**src/rtl/alu_exec_unit.sv**
```systemverilog
// rtl/alu_exec_unit.sv - multi-cycle ALU execute stage with valid/ready handshake
// Define ALU_SIGNED_DIV_EN for signed two's-complement DIV (default: unsigned DIV).
module alu_exec_unit #(
  parameter int WIDTH   = 32,
  parameter int FUNCT_W = 6,
  parameter int ALUOP_W = 3
) (
  input  logic               clk,
  input  logic               rst_n,
  input  logic               in_valid,
  output logic               in_ready,
  input  logic [ALUOP_W-1:0] alu_op,
  input  logic [FUNCT_W-1:0] funct,
  input  logic [WIDTH-1:0]   op_a,
  input  logic [WIDTH-1:0]   op_b,
  output logic               out_valid,
  input  logic               out_ready,
  output logic [WIDTH-1:0]   result,
  output logic               zero,
  output logic               illegal,
  output logic               div_zero
);
  localparam int CNT_W = $clog2(WIDTH);

  typedef enum logic [1:0] {S_IDLE, S_MUL, S_DIV, S_DONE} state_t;
  typedef enum logic [3:0] {OP_NOP, OP_ADD, OP_SUB, OP_AND, OP_OR, OP_SLT, OP_MUL, OP_DIV, OP_ILL} op_t;

  state_t           r_state, w_state_next;
  op_t              w_op;
  logic [WIDTH-1:0] r_a, r_b, r_acc, r_result;
  logic [CNT_W-1:0] r_cnt;
  logic             r_illegal, r_div_zero;
  logic             w_accept, w_last, w_b_zero;
  logic [WIDTH-1:0] w_simple, w_mul_sum, w_q_next, w_rem_next, w_div_res;
  logic [WIDTH:0]   w_rem_sh, w_diff;

  always_comb begin
    w_op = OP_ILL;
    if (alu_op == ALUOP_W'(3'b010)) begin
      case (funct)
        FUNCT_W'(6'b100000): w_op = OP_ADD;
        FUNCT_W'(6'b100010): w_op = OP_SUB;
        FUNCT_W'(6'b000010): w_op = OP_MUL;
        FUNCT_W'(6'b011010): w_op = OP_DIV;
        FUNCT_W'(6'b100101): w_op = OP_OR;
        FUNCT_W'(6'b100100): w_op = OP_AND;
        FUNCT_W'(6'b101010): w_op = OP_SLT;
        FUNCT_W'(6'b000000): w_op = OP_NOP;
        default:             w_op = OP_ILL;
      endcase
    end else begin
      case (alu_op)
        ALUOP_W'(3'b000): w_op = OP_ADD;
        ALUOP_W'(3'b001): w_op = OP_SUB;
        ALUOP_W'(3'b011): w_op = OP_AND;
        ALUOP_W'(3'b100): w_op = OP_OR;
        ALUOP_W'(3'b101): w_op = OP_SLT;
        default:          w_op = OP_ILL;
      endcase
    end
  end

  always_comb begin
    w_simple = '0;
    case (w_op)
      OP_ADD:  w_simple = op_a + op_b;
      OP_SUB:  w_simple = op_a - op_b;
      OP_AND:  w_simple = op_a & op_b;
      OP_OR:   w_simple = op_a | op_b;
      OP_SLT:  w_simple = {{(WIDTH-1){1'b0}}, ($signed(op_a) < $signed(op_b))};
      default: w_simple = '0;
    endcase
  end

  // Shift-add multiply consumes r_a LSB-first; restoring divide shifts dividend MSB-first
  // out of r_a while quotient bits shift in, with r_acc holding the running remainder.
  assign w_mul_sum  = r_acc + (r_a[0] ? r_b : '0);
  assign w_rem_sh   = {r_acc, r_a[WIDTH-1]};
  assign w_diff     = w_rem_sh - {1'b0, r_b};
  assign w_q_next   = {r_a[WIDTH-2:0], ~w_diff[WIDTH]};
  assign w_rem_next = w_diff[WIDTH] ? w_rem_sh[WIDTH-1:0] : w_diff[WIDTH-1:0];
  assign w_last     = (r_cnt == CNT_W'(WIDTH-1));
  assign w_b_zero   = (op_b == '0);
  assign in_ready   = (r_state == S_IDLE);
  assign w_accept   = in_valid && in_ready;

`ifdef ALU_SIGNED_DIV_EN
  logic             r_neg;
  logic [WIDTH-1:0] w_abs_a, w_abs_b;
  assign w_abs_a   = op_a[WIDTH-1] ? -op_a : op_a;
  assign w_abs_b   = op_b[WIDTH-1] ? -op_b : op_b;
  assign w_div_res = r_neg ? -w_q_next : w_q_next;
`else
  assign w_div_res = w_q_next;
`endif

  always_ff @(posedge clk or negedge rst_n) begin
    if (!rst_n) r_state <= S_IDLE;
    else        r_state <= w_state_next;
  end

  always_comb begin
    w_state_next = r_state;
    case (r_state)
      S_IDLE: if (w_accept) begin
        if (w_op == OP_MUL)                   w_state_next = S_MUL;
        else if (w_op == OP_DIV && !w_b_zero) w_state_next = S_DIV;
        else                                  w_state_next = S_DONE;
      end
      S_MUL, S_DIV: if (w_last) w_state_next = S_DONE;
      S_DONE:       if (out_ready) w_state_next = S_IDLE;
      default:      w_state_next = S_IDLE;
    endcase
  end

  always_ff @(posedge clk or negedge rst_n) begin
    if (!rst_n) begin
      r_a        <= '0;
      r_b        <= '0;
      r_acc      <= '0;
      r_cnt      <= '0;
      r_result   <= '0;
      r_illegal  <= 1'b0;
      r_div_zero <= 1'b0;
`ifdef ALU_SIGNED_DIV_EN
      r_neg      <= 1'b0;
`endif
    end else begin
      case (r_state)
        S_IDLE: if (w_accept) begin
          r_cnt      <= '0;
          r_acc      <= '0;
          r_illegal  <= (w_op == OP_ILL);
          r_div_zero <= (w_op == OP_DIV) && w_b_zero;
          r_result   <= ((w_op == OP_DIV) && w_b_zero) ? '1 : w_simple;
`ifdef ALU_SIGNED_DIV_EN
          r_a        <= (w_op == OP_DIV) ? w_abs_a : op_a;
          r_b        <= (w_op == OP_DIV) ? w_abs_b : op_b;
          r_neg      <= op_a[WIDTH-1] ^ op_b[WIDTH-1];
`else
          r_a        <= op_a;
          r_b        <= op_b;
`endif
        end
        S_MUL: begin
          r_acc <= w_mul_sum;
          r_a   <= r_a >> 1;
          r_b   <= r_b << 1;
          r_cnt <= r_cnt + CNT_W'(1);
          if (w_last) r_result <= w_mul_sum;
        end
        S_DIV: begin
          r_acc <= w_rem_next;
          r_a   <= w_q_next;
          r_cnt <= r_cnt + CNT_W'(1);
          if (w_last) r_result <= w_div_res;
        end
        default: ;
      endcase
    end
  end

  assign out_valid = (r_state == S_DONE);
  assign result    = r_result;
  assign zero      = out_valid && (r_result == '0);
  assign illegal   = r_illegal;
  assign div_zero  = r_div_zero;

endmodule
```
**config.mk**
```make
export PLATFORM = sky130hd
export DESIGN_NAME = alu_exec_unit
export DESIGN_NICKNAME = d
export VERILOG_FILES = /design/src/rtl/alu_exec_unit.sv
export SDC_FILE = /design/constraint.sdc
export NUM_CORES = 1
export LEC_CHECK = 0
export BUFFER_PORTS_ARGS = -buffer_cell sky130_fd_sc_hd__buf_2
export CORE_ASPECT_RATIO = 2
export CORE_MARGIN = 10
export CORE_UTILIZATION = 39
export CTS_CLUSTER_SIZE = 16
export DETAILED_ROUTE_END_ITERATION = 16
export GPL_ROUTABILITY_DRIVEN = 0
export PLACE_DENSITY_LB_ADDON = 0.25
export SKIP_CTS_REPAIR_TIMING = 1
export SYNTH_ARGS = -nofsm -noshare
export SYNTH_HDL_FRONTEND = slang
export SYNTH_SLANG_ARGS = --single-unit
export TNS_END_PERCENT = 5
```
**constraint.sdc**
```tcl
create_clock -name clk -period 8.5 [get_ports clk]
set_input_delay 1.7 -clock clk [delete_from_list [all_inputs] [get_ports clk]]
set_output_delay 1.7 -clock clk [all_outputs]
set_load 0.005 [all_outputs]
```
Yosys cells after proc, flatten, opt, wreduce, memory -nomap -nowiden
Index checks and enable logic that the tools add are counted.
- register bits after elaboration: 137
- word-level logic and storage cells: 91
- $lt $le $gt $ge: 1
- reductions and logical operators: 20
- eq/ne operators: 29
- bitwise logic cells: 3
- muxes and demuxes: 25
- add/subtract/negate cells: 5
- operators with widths (cell ; count):
    two-way mux 32 bit ; 9
    one-hot mux 32 bit (3 select lines) ; 3
    one-hot mux 32 bit (5 select lines) ; 1
    adder 32 bit ; 2
    logical NOT 32 bit ; 2
    one-hot mux 32 bit (2 select lines) ; 1
    subtractor 33 x 32 -> 33 bit ; 1
    AND 32 bit ; 1
    less-than comparator 32 bit ; 1
    OR 32 bit ; 1
    one-hot mux 4 bit (8 select lines) ; 1
    subtractor 32 bit ; 1
    == test 6 bit, second input constant ; 5
    one-hot mux 4 bit (5 select lines) ; 1
    == test 4 x 3 -> 1 bit, second input constant ; 4
    one-hot mux 5 bit (2 select lines) ; 1
    == test 4 x 2 -> 1 bit, second input constant ; 2
    two-way mux 2 bit ; 4
    AND reduction 2 bit ; 4
    == test 3 x 2 -> 1 bit, second input constant ; 2
    == test 3 bit, second input constant ; 2
    == test 6 x 2 -> 1 bit, second input constant ; 1
    == test 6 x 5 -> 1 bit, second input constant ; 1
    logical NOT 6 bit ; 1
    other kinds (23) ; 31

Longest topological paths before layout
Gate-level depths: netlist of run 1.
- depth in word-level cells: 9
- depth in mapped cells: 17
- gate-level depth less buffers: 15

Worst setup path after synthesis of run 1
Ideal clock, no wire load.
- path type: input -> register
- start point: input op_a[0]
- end point: register r_result[28], in the netlist result[28]
- buffers on the path: 0
- required time: 8.354 ns
- arrival: 4.360 ns
- slack: 3.994 ns
- cell stages on the path: 14
- cells stage by stage: inv_1 ha_1 fa_1 nor2_1 o311a_1 nand2b_1 nand2_1 o41ai_2 a31oi_1 o21ai_1 a21boi_1 xnor2_1 a2111oi_0 a311oi_1
- cells in the longest elaborated chain, start to end: 5
- elaborated cells between the ends (all ways): 6
- RTL lines (element ; line ; RTL):
    start, declared ; 14 ; input logic [WIDTH-1:0] op_a,
    subtractor 32 bit / adder 32 bit (equally long branches) ; 67, 66 ;
    one-hot mux 32 bit (5 select lines) (*) ; 65 ; case (w_op)
    two-way mux 32 bit (*) ; 135 ; r_result <= ((w_op == OP_DIV) && w_b_zero) ? '1 : w_simple;
    two-way mux 32 bit (*) ; 130 ; S_IDLE: if (w_accept) begin
    one-hot mux 32 bit (3 select lines) (*) ; 129 ; case (r_state)
    end signal, assigned ; 135 ;
    end signal, assigned ; 150 ; if (w_last) r_result <= w_mul_sum;
    end signal, assigned ; 156 ; if (w_last) r_result <= w_div_res;
    end, declared ; 30 ; logic [WIDTH-1:0] r_a, r_b, r_acc, r_result;
Every way passes the cells marked *; elsewhere a longest branch is shown, timed or not. The select of a mux whose other input is x is not followed.
A chain may end at the register's enable or synchronous reset.

Final worst setup path of run 1
Ends and elaborated chain as after synthesis.

==> reports/metrics.csv, run 1 <==
stage,metric,value,unit
sta,min Tclk post-route,5.33,ns
floorplan,Initial Util,0.394,
worst_setup_path,worst path buffer plus inverter count,2,
power,Power Density,374,nW/um^2
synth,"FF+latch count, synth",137,
clocking,worst-case clock buffer depth,2,
synth,Synth top area share,0.220,
floorplan,Die Wd,161,microns
power,Leakage,8.11,nW
drt,Remaining DRCs,0,
synth,Synth area leader,dfrtp_1,
synth,Mapped Nets,2300,
drt,DRT antenna net count,0,
sta,pin slew with the least headroom to its limit,1.13,ns
worst_hold_path,worst min-delay path category,reg -> reg,
synth,Synth Area in Simple Gates,0.179,
worst_setup_path,CP Capture Type,flip-flop,
synth,post-synthesis mux area share,0.0380,
sta,final setup skew,0.0123,ns
global_route,number of global-route vias before repair,16303,
synth,Synth Area in XOR/XNOR,0.0360,
finish,layout cells sized above 1,0.0993,
sta,Worst slew margin,0.243,
drt,Vias/cell,6.13,
synth,area share of fa/ha/maj cells after synthesis,0.151,
clocking,total CTS buffers,17,
synth,Post-Syn Instances,2037,
synth,Netlist Area Pre-Place,15600,sq um
synth,Yosys cell types,82,
worst_setup_path,Critical Path RT,8.79,ns
synth,prevailing post-synth register cell,dfrtp_1,
synth,main combinational cell family by area after synthesis,compound AO/OA/AOI/OAI gates,
floorplan,row count,103,
floorplan,Core Area,39600,sq um
synth,Async SR Flop Fraction,1.00,
worst_setup_path,CP Launch Type,input pin,
sta,Fmax achieved,188,MHz
clocking,latest clock arrival within the worst-skew pair,0.43,ns
global_route,GRT overflow,0,
synth,syn avg cell area,7.65,sq um
placed_design,DP Wirelength,46.5,mm
clocking,H-tree depth,4,
worst_setup_path,Critical Path AT,5.62,ns
worst_setup_path,Crit path largest cell delay,0.63,ns
drt,routed len/inst,22.7,microns
status,status,"complete, no violations",
finish,Synth-to-Final Area Change,10.9,%
worst_setup_path,Setup Crit Path Kind,in -> reg,
worst_setup_path,"Max stage delay cell, worst path",o41ai_2,
drt,count of TritonRoute iterations in the first routing pass,5,
drt,via count,16125,
global_route,maximum number of pins on one net before global-route repair,83,
sta,RSZ-0062 raised after global routing,false,
sta,"Setup violations, final",0,
drt,Initial DRC Count,1429,
placed_design,DP Area,16600,sq um
floorplan,die area,48800,sq um
clocking,clk slew on worst S/H paths,0.07,ns
worst_setup_path,CP Max Fanout,5,
worst_setup_path,CP cell instances,"buf_2, inv_1, ha_1, fa_1, nor2_1, o311a_1, nand2b_1, nand2_1, o41ai_2, a31oi_1, o21ai_1, a21boi_1, xnor2_1, a2111oi_0, a311oi_1",
synth,Synth area leaders,"dfrtp_1 (22%), ha_1 (15%), o21ai_0 (6.3%)",
drt,total length of routed wires,59.6,mm
global_route,first-pass GRT wire length,92.0,mm
sta,Slew Limit Fails,0,
synth,synth warn,0,
job,max_cap viols,0,
worst_setup_path,critical path's top delay family,compound AO/OA/AOI/OAI gates,
floorplan,die span in y,303,microns
sta,Tcrit/Tclk final,0.627,
power,maximum vdd drop,0.185,mV
clocking,Clock Sinks,137,
placed_design,Port Buf Inserts,113,
global_route,GR Util All Layers,0.236,
sta,Fin Setup TNS,0,ns
synth,"Seq/Total Area, Yosys",0.220,
global_route,initial antenna violation count,9,
clocking,CTS tree,done,
power,total power,6.47,mW
synth,Post-synth EDFFs,0,
finish,nets@finish,2344,
floorplan,I/O pin cnt,114,
sta,final hold viol count,0,
clocking,CTS root buf,clkbuf_16,
synth,Synth Area in Compound Gates,0.312,
finish,fin area,17300,sq um
[cell usage in the layout (no fill, tap or decap), types with 19 or more instances in the layout]
master,count
dfrtp_1,137
nand3_1,44
a31oi_1,22
ha_1,179
o21ai_0,195
a21oi_1,180
a221oi_1,31
o31ai_1,29
xor2_1,22
mux2i_1,58
inv_1,147
o21bai_1,19
a22o_1,27
buf_4,20
buf_2,112
xnor2_1,42
and2_1,38
nand2_1,223
nand2b_1,25
a211oi_1,28
nor3_1,27
nor2_1,142
a21o_1,45
[tightest hold or removal path, cell delays in order (launching register included)]
cell     delay (ns)
dfrtp_1        0.34
nand2_1        0.05
o21ai_0        0.07
[registers in the layout, summed over array words and instances, names as in the netlist]
register	count
r_a	32
r_acc	32
r_b	32
result	32
r_cnt	5
r_state	2
div_zero	1
illegal	1
[synthesized netlist by cell type (7+ instances only)]
| library cell | n |
|---|---|
| nor2b_1 | 17 |
| o21ai_1 | 10 |
| a221o_1 | 11 |
| a21o_1 | 45 |
| o21bai_1 | 19 |
| inv_1 | 147 |
| mux2i_1 | 58 |
| and2_1 | 38 |
| nor4_1 | 21 |
| nand2_1 | 223 |
| a22o_1 | 27 |
| a221oi_1 | 31 |
| o221ai_1 | 12 |
| a211o_1 | 7 |
| nand2b_1 | 26 |
| o22a_1 | 7 |
| o211ai_1 | 13 |
| ha_1 | 182 |
| xnor2_1 | 42 |
| dfrtp_1 | 137 |
| a21oi_1 | 180 |
| o31ai_1 | 29 |
| or3_1 | 12 |
| clkbuf_1 | 86 |
| a31oi_1 | 22 |
| nor3_1 | 27 |
| nor2_1 | 143 |
| nand4_1 | 16 |
| a311oi_1 | 10 |
| xor2_1 | 22 |
| nand3_1 | 44 |
| a211oi_1 | 28 |
| o21ai_0 | 195 |
| buf_2 | 15 |
| o21a_1 | 12 |
[metal layers]
metal / up-vias / wire, microns / GRT usage
met5: - / 0 / 0
met3: 226 / 2690 / 0.0266
li1: 7525 / - / -
met1: 7720 / 21900 / 0.250
met2: 654 / 29700 / 0.414
met4: 0 / 5200 / 0.198
[metrics by stage]
| stage | hold WS, ns | instances | util | setup WS [ns] |
|---|---|---|---|---|
| 4_1_cts | 0.490 | 2619 | 0.436 | 3.42 |
| 6_report | 0.496 | 2629 | 0.437 | 3.17 |
| 5_1_grt | 0.529 | 2628 | 0.437 | 2.94 |
| 3_5_place_dp | 0.476 | 2587 | 0.420 | 3.00 |
| 3_3_place_gp | 0.459 | 2586 | 0.419 | 3.08 |
| 2_1_floorplan | 0.471 | 2037 | - | 3.99 |
[logic make-up (layout without fill, tap and decap cells)]
family | count (synthesis) | count (layout)
compound gates | 735 | 735
simple gates | 599 | 599
buf+inv | 257 | 314
fa+ha+maj | 186 | 186
flops | 137 | 137
xor+xnor | 64 | 64
mux | 59 | 59
other cells | 0 | 10
[path summary, 6_finish.rpt]
kind                          start          to  slack, ns  cells past startpoint
max                         op_a[0]  result[28]       3.17                     15
min                        div_zero    div_zero       0.50                      2
max reg2reg                  r_b[0]   result[0]       3.29                     15
min reg2reg                div_zero    div_zero       0.50                      2
max in group asynchronous     rst_n  r_state[1]       5.87                      2
min in group asynchronous     rst_n   result[4]       1.31                      1
[cell type report]
class,instances,area [sq um]
clock buffers,17,425
repair buffers,133,722
fillers,4000,22300
flip-flops and latches,137,3430
clock inverters,15,224
diodes,10,25.0
multi-input cells,1643,11300
well taps,525,657
inverters,149,559
[where the power goes]
part	internal, mW	switching (mW)	total, mW
combinational	1.60	2.66	4.26
clock	0.522	0.316	0.838
sequential	0.971	0.400	1.37
(Power assumes the default switching activity.)
==> run 2, diff against run 1 <==
==> constraint.sdc (replaced) <==
create_clock -name clk -period 4.7 [get_ports clk]
set_input_delay 0.94 -clock clk [delete_from_list [all_inputs] [get_ports clk]]
set_output_delay 0.94 -clock clk [all_outputs]
set_load 0.005 [all_outputs]
==> reports/metrics.csv, run 2 (synthesis results as in run 1) <==
stage,metric,value,unit
status,status,"complete, no violations",
worst_setup_path,reg2reg start,r_a[0],
power,maximum vdd drop,0.448,mV
drt,count of TritonRoute iterations in the first routing pass,5,
finish,"leading cell type in the layout, fill and taps excluded",nand2_1,
drt,Initial DRC Count,1184,
worst_setup_path,Critical Path AT,4.64,ns
floorplan,I/O pin cnt,114,
job,max_cap viols,0,
sta,Tcrit/Tclk final,0.921,
global_route,first-pass GRT wire length,91.7,mm
worst_setup_path,CP Capture Type,flip-flop,
worst_setup_path,Critical path origin,op_a[0],
worst_setup_path,setup slack on the worst flop-to-flop path,0.42,ns
drt,routed len/inst,22.4,microns
finish,fin cells,2660,
power,total power,11.7,mW
floorplan,Core Area,39600,sq um
global_route,number of global-route vias before repair,16167,
worst_setup_path,CP Launch Type,input pin,
power,Leakage,8.27,nW
placed_design,DP Wirelength,46.8,mm
clocking,latest clock arrival within the worst-skew pair,0.46,ns
sta,RSZ-0062 raised after global routing,false,
sta,final hold viol count,0,
drt,DRT antenna net count,0,
floorplan,Die Wd,161,microns
worst_setup_path,Setup Crit Path Kind,in -> reg,
worst_setup_path,FF-to-FF path depth,14,
sta,pin slew with the least headroom to its limit,1.26,ns
placed_design,Port Buf Inserts,113,
sta,Setup WS post-layout,0.370,ns
floorplan,die area,48800,sq um
floorplan,die span in y,303,microns
drt,total length of routed wires,59.7,mm
drt,via count,16219,
worst_setup_path,Critical Path RT,5.01,ns
worst_setup_path,CP Max Fanout,4,
sta,Slew Limit Fails,0,
clocking,CTS root buf,clkbuf_16,
finish,nets@finish,2382,
finish,# fillers,4024,
power,Power Density,670,nW/um^2
drt,Vias/cell,6.10,
floorplan,row count,103,
clocking,H-tree depth,4,
clocking,total CTS buffers,17,
global_route,maximum number of pins on one net before global-route repair,103,
worst_hold_path,worst min-delay path category,reg -> reg,
sta,Worst slew margin,0.151,
sta,"Setup violations, final",0,
finish,Synth-to-Final Area Change,12.3,%
placed_design,worst slack at placement,0.0607,ns
sta,min Tclk post-route,4.33,ns
clocking,Clock Sinks,137,
sta,final setup skew,0.0130,ns
placed_design,placed cells,2625,
clocking,worst-case clock buffer depth,2,
clocking,clk slew on worst S/H paths,0.06,ns
worst_setup_path,RR Endpoint,r_acc[30],
finish,layout cells sized above 1,0.114,
sta,Fmax achieved,231,MHz
worst_setup_path,CP Capture Point,result[28],
clocking,CTS tree,done,
drt,Remaining DRCs,0,
floorplan,Initial Util,0.394,
sta,Fin Setup TNS,0,ns
global_route,GR Util All Layers,0.237,
sta,hold_ws,0.483,ns
global_route,initial antenna violation count,3,
finish,"commonest cells after routing, fill and taps aside","nand2_1 (223), o21ai_0 (195), a21oi_1 (180), ha_1 (179), inv_1 (147)",
global_route,GRT overflow,0,
[run 2: cell types whose count changed in the layout (fill, tap and decap cells not counted), sizes merged]
cell	delta
bufinv	-3
buf	+38
clkinv	-3
diode	-6
inv	+5
[run 2: area by class of cell]
type	instances	area (sq um)	area share
diodes	4	10.0	0.000572
clock buffers	17	425	0.0243
clock inverters	14	163	0.00929
inverters	149	559	0.0319
multi-input cells	1643	11200	0.642
flip-flops and latches	137	3430	0.196
well taps	525	657	0.0375
repair buffers	171	1030	0.0590
[run 2: layer usage]
layer	up-vias	global-route usage	part of all wire
met5	-	0	0
met4	0	0.184	0.079
met3	220	0.0232	0.044
met2	597	0.424	0.51
met1	7809	0.250	0.37
li1	7593	-	-
[run 2: stage by stage]
stage          utilization  instance area [sq um]
2_1_floorplan            -                  15600
3_3_place_gp         0.427                  16900
3_5_place_dp         0.427                  16900
4_1_cts              0.442                  17500
5_1_grt              0.442                  17500
6_report             0.443                  17500
[run 2: worst max-delay path, stage by stage]
cell	delay, ns
buf_2	0.10
inv_1	0.05
ha_1	0.33
fa_1	0.48
nor2_1	0.17
o311a_1	0.19
nand2b_1	0.14
nand2_1	0.11
o41ai_2	0.39
buf_4	0.20
a31oi_1	0.21
o21ai_1	0.32
a21boi_1	0.13
xnor2_1	0.15
a2111oi_0	0.63
a311oi_1	0.08
[run 2: worst min path at each step]
stage             from       to  slack, ns  cells past startpoint
2_1_floorplan  r_b[31]  r_b[31]       0.47                      2
3_3_place_gp   illegal  illegal       0.46                      2
3_5_place_dp   illegal  illegal       0.47                      2
4_1_cts        illegal  illegal       0.49                      2
5_1_grt        illegal  illegal       0.53                      2
6_report       illegal  illegal       0.48                      2
[run 2: report_power, final]
part,internal (mW),switching [mW],total (mW)
clock network,0.790,0.610,1.40
registers,1.76,0.695,2.45
logic,3.02,4.86,7.88
total,5.57,6.16,11.7
